--- src/rtl/proj_sorter_reader_if.sv ---
// Index stream from the sorter reader toward the extender.
// The master drives the index beats; the slave returns ready.
interface proj_sorter_reader_if #(
    parameter int INDICE_LEN = 8
);
    logic [INDICE_LEN-1:0] out_idx;
    logic                  out_valid;
    logic                  out_last;
    logic                  in_ready;

    modport master (
        output out_idx,
        output out_valid,
        output out_last,
        input  in_ready
    );

    modport slave (
        input  out_idx,
        input  out_valid,
        input  out_last,
        output in_ready
    );
endinterface

--- src/rtl/proj_sorter_reader.sv ---
// Snapshots the sorter's k-smallest index array on frame_done and streams it one index per beat.
// Latency: first beat one cycle after the accepted frame_done edge, then one beat per cycle.
// Backpressure: beats hold while ready is low; frames arriving mid-stream are dropped and counted.
module proj_sorter_reader #(
    parameter int INDICES_COUNT = 4,
    parameter int INDICE_LEN    = 8,
    parameter int CNT_W         = $clog2(INDICES_COUNT + 1),
    parameter int DROP_W        = 8
) (
    input  logic                                    in_clk,
    input  logic                                    in_rst_n,
    input  logic [INDICES_COUNT-1:0][INDICE_LEN-1:0] in_smallest_idx,
    input  logic [CNT_W-1:0]                        in_valid_count,
    input  logic                                    in_frame_done,
    proj_sorter_reader_if.master                    stream,
    output logic                                    out_busy,
    output logic [DROP_W-1:0]                       out_drop_cnt
);
    localparam int IDX_W = (INDICES_COUNT > 1) ? $clog2(INDICES_COUNT) : 1;

    typedef enum logic {
        IDLE = 1'b0,
        SEND = 1'b1
    } state_t;

    typedef logic [INDICES_COUNT-1:0][INDICE_LEN-1:0] snap_t;

    state_t                state_q,  state_nxt;
    snap_t                 snap_q,   snap_nxt;
    logic [CNT_W-1:0]      count_q,  count_nxt;
    logic [CNT_W-1:0]      ptr_q,    ptr_nxt;
    logic [INDICE_LEN-1:0] idx_q,    idx_nxt;
    logic                  valid_q,  valid_nxt;
    logic                  last_q,   last_nxt;
    logic                  busy_q,   busy_nxt;
    logic [DROP_W-1:0]     drop_q,   drop_nxt;

    logic                  hs;
    logic                  accept;
    logic [CNT_W-1:0]      cnt_clamp;
    logic [CNT_W-1:0]      ptr_inc;

    assign hs        = valid_q & stream.in_ready;
    assign cnt_clamp = (in_valid_count > CNT_W'(INDICES_COUNT)) ? CNT_W'(INDICES_COUNT)
                                                                : in_valid_count;
    assign ptr_inc   = ptr_q + CNT_W'(1);

    // A frame is taken when idle, or on the very edge the final beat is accepted (no bubble).
    assign accept = in_frame_done && ((state_q == IDLE) || (hs && last_q));

    always_comb begin
        state_nxt = state_q;
        snap_nxt  = snap_q;
        count_nxt = count_q;
        ptr_nxt   = ptr_q;
        idx_nxt   = idx_q;
        valid_nxt = valid_q;
        last_nxt  = last_q;
        busy_nxt  = busy_q;
        drop_nxt  = drop_q;

        if (accept) begin
            snap_nxt  = in_smallest_idx;
            count_nxt = cnt_clamp;
            ptr_nxt   = '0;
            if (cnt_clamp != '0) begin
                state_nxt = SEND;
                idx_nxt   = in_smallest_idx[0];
                valid_nxt = 1'b1;
                busy_nxt  = 1'b1;
                last_nxt  = (cnt_clamp == CNT_W'(1));
            end else begin
                state_nxt = IDLE;
                valid_nxt = 1'b0;
                busy_nxt  = 1'b0;
                last_nxt  = 1'b0;
            end
        end else if (state_q == SEND) begin
            if (in_frame_done && (drop_q != {DROP_W{1'b1}})) begin
                drop_nxt = drop_q + DROP_W'(1);
            end
            if (hs) begin
                if (last_q) begin
                    state_nxt = IDLE;
                    valid_nxt = 1'b0;
                    busy_nxt  = 1'b0;
                    last_nxt  = 1'b0;
                end else begin
                    ptr_nxt  = ptr_inc;
                    idx_nxt  = snap_q[ptr_inc[IDX_W-1:0]];
                    last_nxt = (ptr_inc == (count_q - CNT_W'(1)));
                end
            end
        end
    end

    always_ff @(posedge in_clk or negedge in_rst_n) begin
        if (!in_rst_n) begin
            state_q <= IDLE;
            snap_q  <= '0;
            count_q <= '0;
            ptr_q   <= '0;
            idx_q   <= '0;
            valid_q <= 1'b0;
            last_q  <= 1'b0;
            busy_q  <= 1'b0;
            drop_q  <= '0;
        end else begin
            state_q <= state_nxt;
            snap_q  <= snap_nxt;
            count_q <= count_nxt;
            ptr_q   <= ptr_nxt;
            idx_q   <= idx_nxt;
            valid_q <= valid_nxt;
            last_q  <= last_nxt;
            busy_q  <= busy_nxt;
            drop_q  <= drop_nxt;
        end
    end

    assign stream.out_idx   = idx_q;
    assign stream.out_valid = valid_q;
    assign stream.out_last  = last_q;
    assign out_busy         = busy_q;
    assign out_drop_cnt     = drop_q;
endmodule

--- src/flat_wrapper.sv ---
// flat-port wrapper written by rule: the top's interface ports become plain ports
module proj_sorter_reader_flat 
#(
    parameter int INDICES_COUNT = 4,
    parameter int INDICE_LEN    = 8,
    parameter int CNT_W         = $clog2(INDICES_COUNT + 1),
    parameter int DROP_W        = 8
)
  (in_clk, in_rst_n, in_smallest_idx, in_valid_count, in_frame_done, out_busy, out_drop_cnt, stream_out_idx, stream_out_valid, stream_out_last, stream_in_ready);
  proj_sorter_reader_if #(.INDICE_LEN(INDICE_LEN)) stream_i ();
  input  logic in_clk;
  input  logic in_rst_n;
  input  logic [INDICES_COUNT-1:0][INDICE_LEN-1:0] in_smallest_idx;
  input  logic [CNT_W-1:0] in_valid_count;
  input  logic in_frame_done;
  output logic out_busy;
  output logic [DROP_W-1:0] out_drop_cnt;
  output wire logic [$bits(stream_i.out_idx)-1:0] stream_out_idx;
  output wire logic [$bits(stream_i.out_valid)-1:0] stream_out_valid;
  output wire logic [$bits(stream_i.out_last)-1:0] stream_out_last;
  input wire logic [$bits(stream_i.in_ready)-1:0] stream_in_ready;
  assign stream_out_idx = stream_i.out_idx;
  assign stream_out_valid = stream_i.out_valid;
  assign stream_out_last = stream_i.out_last;
  assign stream_i.in_ready = stream_in_ready;
  proj_sorter_reader #(.INDICES_COUNT(INDICES_COUNT), .INDICE_LEN(INDICE_LEN), .CNT_W(CNT_W), .DROP_W(DROP_W)) u_core (.in_clk(in_clk), .in_rst_n(in_rst_n), .in_smallest_idx(in_smallest_idx), .in_valid_count(in_valid_count), .in_frame_done(in_frame_done), .stream(stream_i), .out_busy(out_busy), .out_drop_cnt(out_drop_cnt));
endmodule
--- config.mk ---
export PLATFORM = sky130hd
export DESIGN_NAME = proj_sorter_reader_flat
export DESIGN_NICKNAME = d
export VERILOG_FILES = /design/src/rtl/proj_sorter_reader_if.sv /design/src/rtl/proj_sorter_reader.sv /design/src/flat_wrapper.sv
export SDC_FILE = /design/constraint.sdc
export NUM_CORES = 1
export LEC_CHECK = 0
export BUFFER_PORTS_ARGS = -buffer_cell sky130_fd_sc_hd__buf_2
export CAP_MARGIN = 20
export CORE_ASPECT_RATIO = 0.5
export CORE_MARGIN = 5
export CORE_UTILIZATION = 25
export CTS_CLUSTER_DIAMETER = 50
export DETAILED_ROUTE_END_ITERATION = 12
export PLACE_DENSITY = 0.54
export SYNTH_ARGS = -nofsm -noshare
export SYNTH_HDL_FRONTEND = slang
export SYNTH_SLANG_ARGS = --single-unit
--- constraint.sdc ---
create_clock -name in_clk -period 2.3 [get_ports in_clk]
set_input_delay 0.46 -clock in_clk [delete_from_list [all_inputs] [get_ports in_clk]]
set_output_delay 0.46 -clock in_clk [all_outputs]
set_load 0.02 [all_outputs]
==> results.py, run 1 <==
metrics = {
    "outcome": {
        "status": "completed",
    },
    "global_routing": {
        "grt_overflow_total": 0,
        "grt.total_usage": 0.0993,
        "vias_in_the_first_global_route": 2029,
        "grt_max_degree": 35,
        "grt_antenna_before_repair": 0,
        "grt_pass1_wl_um": 10300,
    },
    "placement": {
        "gpl.final_weighted_congestion": 0.721,
        "port_buffers": 57,
        "detailed_place_hpwl_um": 4430,
        "place.detailed.instances": 402,
    },
    "route": {
        "dr.first_iter.drc_count": 126,
        "route.detailed.drc": 0,
        "antenna_left": 0,
        "viasPerCell": 4.47,
        "post_drt_wl_per_cell_um": 14.5,
        "postRouteWirelength_um": 6040,
        "drt_pre_antenna_iters": 4,
        "dr_total_vias": 1869,
    },
    "clock_network": {
        "cts.htree.levels": 3,
        "cts_hold_repair.buffers": 0,
        "cell_at_the_root_of_the_clock_tree": "clkbuf_16",
        "cts-root-to-sink-buffers": 2,
        "postCtsSetupBuffers": 0,
        "cts.clk_slew.worst_paths_ps": 50,
        "post_cts.resized_instances": 0,
        "total_cts_buffers": 9,
        "cts_sinks": 57,
        "tritoncts_clock_tree": "built",
        "insertion_delay_ps": 320,
    },
    "run": {
        "cap_violations": 0,
    },
    "yosys": {
        "synth_async_sr_flop_share": 1.00,
        "synth_most_common_cell": "dfrtp_1",
        "synthCells": 199,
        "synth-edff-count": 0,
        "synth_top_flop_cell": "dfrtp_1",
        "ys_types": 34,
        "synth_area_leader_cell": "dfrtp_1",
        "synth.top_cells.by_area": "dfrtp_1 (52%), mux2_2 (20%), mux4_2 (6.6%), nand3_1 (2.4%), xnor2_1 (1.9%)",
        "syn_nets": 241,
        "synth-seq-area-share": 0.521,
        "synthesis.area_um2": 2740,
        "warnings_synthesis": 0,
        "synth_commonest_cells": "dfrtp_1 (57), mux2_2 (49), nand3_1 (13)",
        "synth_top_area_share": 0.521,
        "yosys_register_bits": 57,
        "postSynthAreaPerCell_um2": 13.8,
    },
    "floorplanning": {
        "die_h_um": 84.0,
        "starting_utilization_of_the_core_area": 0.252,
        "floorplan.die_area_um2": 13300,
        "die_w_um": 158,
        "ios": 58,
        "placeableCoreArea_um2": 10800,
        "placement_rows": 27,
    },
    "finish": {
        "area.growth.synth_to_final_pct": 28.8,
        "finish.net_count": 310,
        "multi_input_comb_area_um2": 1230,
        "seq_area_um2": 1430,
        "drive_above_1_share": 0.531,
        "fillers": 1085,
        "antennaDiodeCount": 0,
        "final-instance-count-excl-fill": 418,
    },
    "pwr": {
        "worst_ir_drop_vdd_uv": 373,
        "pwr_dens_nw_per_um2": 1460,
        "p_leak_nw": 1.57,
    },
    "timing": {
        "timing.fmax_mhz": 524,
        "finalClockSkew_ps": 5.07,
        "setup_viol": 0,
        "final-max-slew-violation-count": 0,
        "final_min_period_over_clock_period": 0.830,
        "setup-tns-final_ps": 0,
        "slew_headroom": 0.616,
        "hold_violations": 0,
        "worst_slew_pin_slew_ps": 576,
        "rsz0062_at_grt": "false",
        "post-route-min-period_ps": 1910,
    },
    "critical_path": {
        "worstSetupStartpointType": "register",
        "cp_data_required_time_ps": 2510,
        "crit_type": "register to register",
        "worst_setup_path_end_kind": "register",
        "crit_arrival_ps": 2110,
        "worstPathMaxFanout": 19,
    },
    "worst_hold_path": {
        "holdCritPathClass": "primary input to async pin",
    },
}
worst paths after layout:
path	start	to	slack (ps)	cells after the start
setup / recovery	u_core.state_q	u_core.stream.out_idx[4]	390	4
hold / removal	in_rst_n	u_core.snap_q[15]	130	1
setup reg to reg	u_core.state_q	u_core.stream.out_idx[4]	390	4
hold reg to reg	u_core.snap_q[30]	u_core.snap_q[30]	500	1
max in group asynchronous	in_rst_n	u_core.stream.out_idx[2]	1580	2
min in group in_clk	in_smallest_idx[29]	u_core.snap_q[29]	370	2
layout by cell type, fill, tap and decap left out, types with 2 or more instances in the layout:
master and n:
buf_2 57, dfrtp_1 57, mux2_2 49, nand3_1 13
buf_4 11, clkbuf_16 9, mux4_2 8, nor2_1 7
nand2_1 6, xnor2_1 6, nand4_1 5, xor2_1 5
o21ai_0 3, ha_1 3, inv_1 2, and3_1 2
and4_1 2, o21a_1 2, nand3b_1 2, clkinvlp_4 2
through the flow:
step / area (um^2) / utilization / worst slack, ps / power [W] / hold WS, ps
detailed placement: 3230 / 0.298 / 357 / 0.00388 / 491
finish: 3530 / 0.325 / 392 / 0.00513 / 133
floorplan: 2740 / - / 509 / 0.00333 / 164
global placement: 3230 / 0.298 / 419 / 0.00379 / 484
CTS: 3530 / 0.325 / 386 / 0.00523 / 153
global route: 3530 / 0.325 / 276 / 0.00552 / 169
where the power goes:
part / total (W) / internal, W / leakage (nW) / switching, W
logic: 0.00203 / 0.00117 / 0.743 / 0.000862
registers: 0.00179 / 0.00149 / 0.689 / 0.000297
clock network: 0.00131 / 0.000841 / 0.139 / 0.000471
critical path, cell delays in order (launching register included):
cell	delay (ps)
dfrtp_1	510
nand2b_1	250
nand2_2	370
mux2_2	390
mux2_2	260
flip-flops by register name, indices dropped and copies added (netlist names):
register	flops
u_core.snap_q	32
u_core.out_drop_cnt	8
u_core.stream.out_idx	8
u_core.count_q	3
u_core.ptr_q	3
u_core.state_q	1
u_core.stream.out_last	1
u_core.stream.out_valid	1
per-layer routing:
| layer | part of all wire | global-route usage |
|---|---|---|
| met5 | 0 | 0 |
| met1 | 0.41 | 0.117 |
| met2 | 0.53 | 0.167 |
| met4 | 0.012 | 0.0325 |
| met3 | 0.052 | 0.0368 |
cells by family (layout without fill, tap and decap cells):
kind of cell,after synthesis,count (layout),share of synthesized area
muxes,59,59,0.277
DFF,57,57,0.521
and+or+nand+nor,46,46,0.0937
buffers and inverters,13,87,0.0320
xor gates and xnor gates,11,11,0.0352
AOI/OAI and AO/OA,10,10,0.0279
adders and majority gates,3,3,0.0137
layout make-up:
class | count | area share
well taps | 145 | 0.0515
clock buffers | 10 | 0.0649
repair buffers | 69 | 0.110
clock inverters | 6 | 0.0192
inverters | 2 | 0.00213
multi-input cells | 129 | 0.348
flip-flops and latches | 57 | 0.405
No activity file was read; power rests on OpenSTA's default activity.
==> run 2: changes to the inputs <==
clock period = 1.8 ns   (was 2.3 ns; I/O delays follow)
==> run 2 against run 1 <==
Compared with the run above:
- critical endpoint is now u_core.stream.out_idx[3]
- clock power increased by 25%
- critical path depth is 1 higher
- setup slack worse by 370 ps
- clock-buffer cell count is 1 higher
- highest routed layer unchanged
- via count is 1.2% lower
- largest power group unchanged
- design area is 1.9% higher
- register-to-register slack got worse by 370 ps
==> results.py, run 2 (synthesis gave the netlist of run 1 again) <==
metrics = {
    "outcome": {
        "status": "completed",
    },
    "route": {
        "dr.first_iter.drc_count": 97,
        "viasPerCell": 4.42,
        "route.detailed.drc": 0,
        "antenna_left": 0,
        "postRouteWirelength_um": 5900,
        "post_drt_wl_per_cell_um": 14.1,
        "dr_total_vias": 1847,
        "drt_pre_antenna_iters": 4,
    },
    "timing": {
        "worst_slew_pin_slew_ps": 483,
        "final-max-slew-violation-count": 0,
        "finalClockSkew_ps": 5.95,
        "hold_violations": 0,
        "timing.fmax_mhz": 563,
        "final_min_period_over_clock_period": 0.986,
        "post-route-min-period_ps": 1780,
        "setup_viol": 0,
        "slew_headroom": 0.675,
        "rsz0062_at_grt": "true",
    },
    "global_routing": {
        "grt_antenna_before_repair": 0,
        "vias_in_the_first_global_route": 1993,
        "grt_overflow_total": 0,
        "grt_pass1_wl_um": 9960,
        "grt_max_degree": 58,
        "grt.total_usage": 0.0961,
    },
    "finish": {
        "mostFrequentLayoutCell": "buf_2",
        "most-common-layout-cells": "buf_2 (57), dfrtp_1 (56), mux2_2 (45)",
        "max_flop_register": "u_core.snap_q",
        "antennaDiodeCount": 0,
        "drive_above_1_share": 0.535,
        "finish.net_count": 310,
        "area.growth.synth_to_final_pct": 31.2,
        "largest_register_ffs": 32,
        "layout.core_utilization": 0.331,
        "finish.instance_area_um2": 3590,
    },
    "pwr": {
        "power_switching_share": 0.310,
        "report.power.total_w": 0.00676,
        "power.sequential.fraction": 0.343,
        "p_leak_nw": 1.60,
        "pwr_dens_nw_per_um2": 1880,
        "intPower_w": 0.00466,
        "net-switching-power_w": 0.00209,
        "portion_of_total_power_attributed_to_the_clock_network": 0.243,
        "comb_power_share": 0.414,
        "worst_ir_drop_vdd_uv": 537,
    },
    "floorplanning": {
        "ios": 58,
        "starting_utilization_of_the_core_area": 0.252,
        "placeableCoreArea_um2": 10800,
        "floorplan.die_area_um2": 13300,
        "die_h_um": 84.0,
        "die_w_um": 158,
        "placement_rows": 27,
    },
    "placement": {
        "detailed_place_hpwl_um": 4290,
        "gpl.final_weighted_congestion": 0.723,
        "port_buffers": 57,
        "placed_area_um2": 3250,
    },
    "clock_network": {
        "cts-root-to-sink-buffers": 2,
        "cts_sinks": 57,
        "cts.htree.levels": 3,
        "cts.clk_slew.worst_paths_ps": 50,
        "cts_hold_repair.buffers": 0,
        "tritoncts_clock_tree": "built",
        "cell_at_the_root_of_the_clock_tree": "clkbuf_16",
        "insertion_delay_ps": 320,
        "total_cts_buffers": 9,
    },
    "critical_path": {
        "cp_data_required_time_ps": 2000,
        "crit_arrival_ps": 1980,
        "crit_type": "register to register",
        "worstSetupStartpointType": "register",
        "worstPathMaxFanout": 5,
        "worst_setup_path_end_kind": "register",
    },
    "worst_hold_path": {
        "holdCritPathClass": "primary input to async pin",
    },
    "run": {
        "cap_violations": 0,
    },
}
[run 2: cell count changes in the layout (fill, tap and decap cells not counted), sizes merged]
cell and change:
clkinv +1, clkbuf +1, inv -1, clkinvlp -1
[run 2: power groups by stage]
stage	Combinational [W]	Clock, W	Sequential (W)
6_report	0.00280	0.00164	0.00232
5_1_grt	0.00306	0.00177	0.00241
4_1_cts	0.00272	0.00170	0.00231
3_5_place_dp	0.00269	0	0.00233
3_3_place_gp	0.00263	0	0.00228
2_1_floorplan	0.00185	0	0.00240
[run 2: routing by layer]
metal | GRT usage | wire length [um] | vias up
met5 | 0 | 0 | -
met2 | 0.160 | 3070 | 37
met3 | 0.0394 | 269 | 8
met4 | 0.0325 | 83 | 0
met1 | 0.112 | 2470 | 927
li1 | - | - | 875
[run 2: worst paths after layout]
check / slack (ps) / endpoint / depth (start not counted) / start
max in group asynchronous: 1500 / u_core.ptr_q[0] / 2 / in_rst_n
worst min register to register: 500 / u_core.out_drop_cnt[5] / 1 / u_core.out_drop_cnt[5]
worst min-delay path: 30 / u_core.snap_q[31] / 2 / in_rst_n
min in group in_clk: 260 / u_core.snap_q[26] / 2 / in_smallest_idx[26]
worst max-delay path: 20 / u_core.stream.out_idx[3] / 5 / u_core.ptr_q[0]
worst max register to register: 20 / u_core.stream.out_idx[3] / 5 / u_core.ptr_q[0]
[run 2: cell type report]
cell class / instances / area [um^2]
clock inverters: 5 / 56.3
repair buffers: 69 / 433
multi-input cells: 129 / 1250
fillers: 1077 / 7250
flip-flops and latches: 57 / 1430
clock buffers: 11 / 233
inverters: 2 / 7.51
well taps: 145 / 181
[run 2: worst max-delay path: stages, from the launching register on]
cell	delay, ps
dfrtp_2	430
ha_4	280
buf_6	120
mux4_2	290
mux2_2	270
mux2_2	260
[run 2: metrics by stage]
stage	hold WS, ps	instances	setup WS, ps	setup TNS (ps)
2_1_floorplan	64.4	199	8.65	0
3_3_place_gp	382	402	52.1	0
3_5_place_dp	392	402	9.06	0
4_1_cts	40.4	418	-1.81	-3.76
5_1_grt	52.9	418	-17.0	-41.3
6_report	31.5	418	24.4	0
[run 2: what timing repair did]
| item | 4_1_cts | 5_1_grt |
|---|---|---|
| pin swaps | 1 | 1 |
| buffers inserted | 0 | 0 |
| endpoints found under the setup margin | 1 | 9 |
| resized for setup | 1 | 10 |
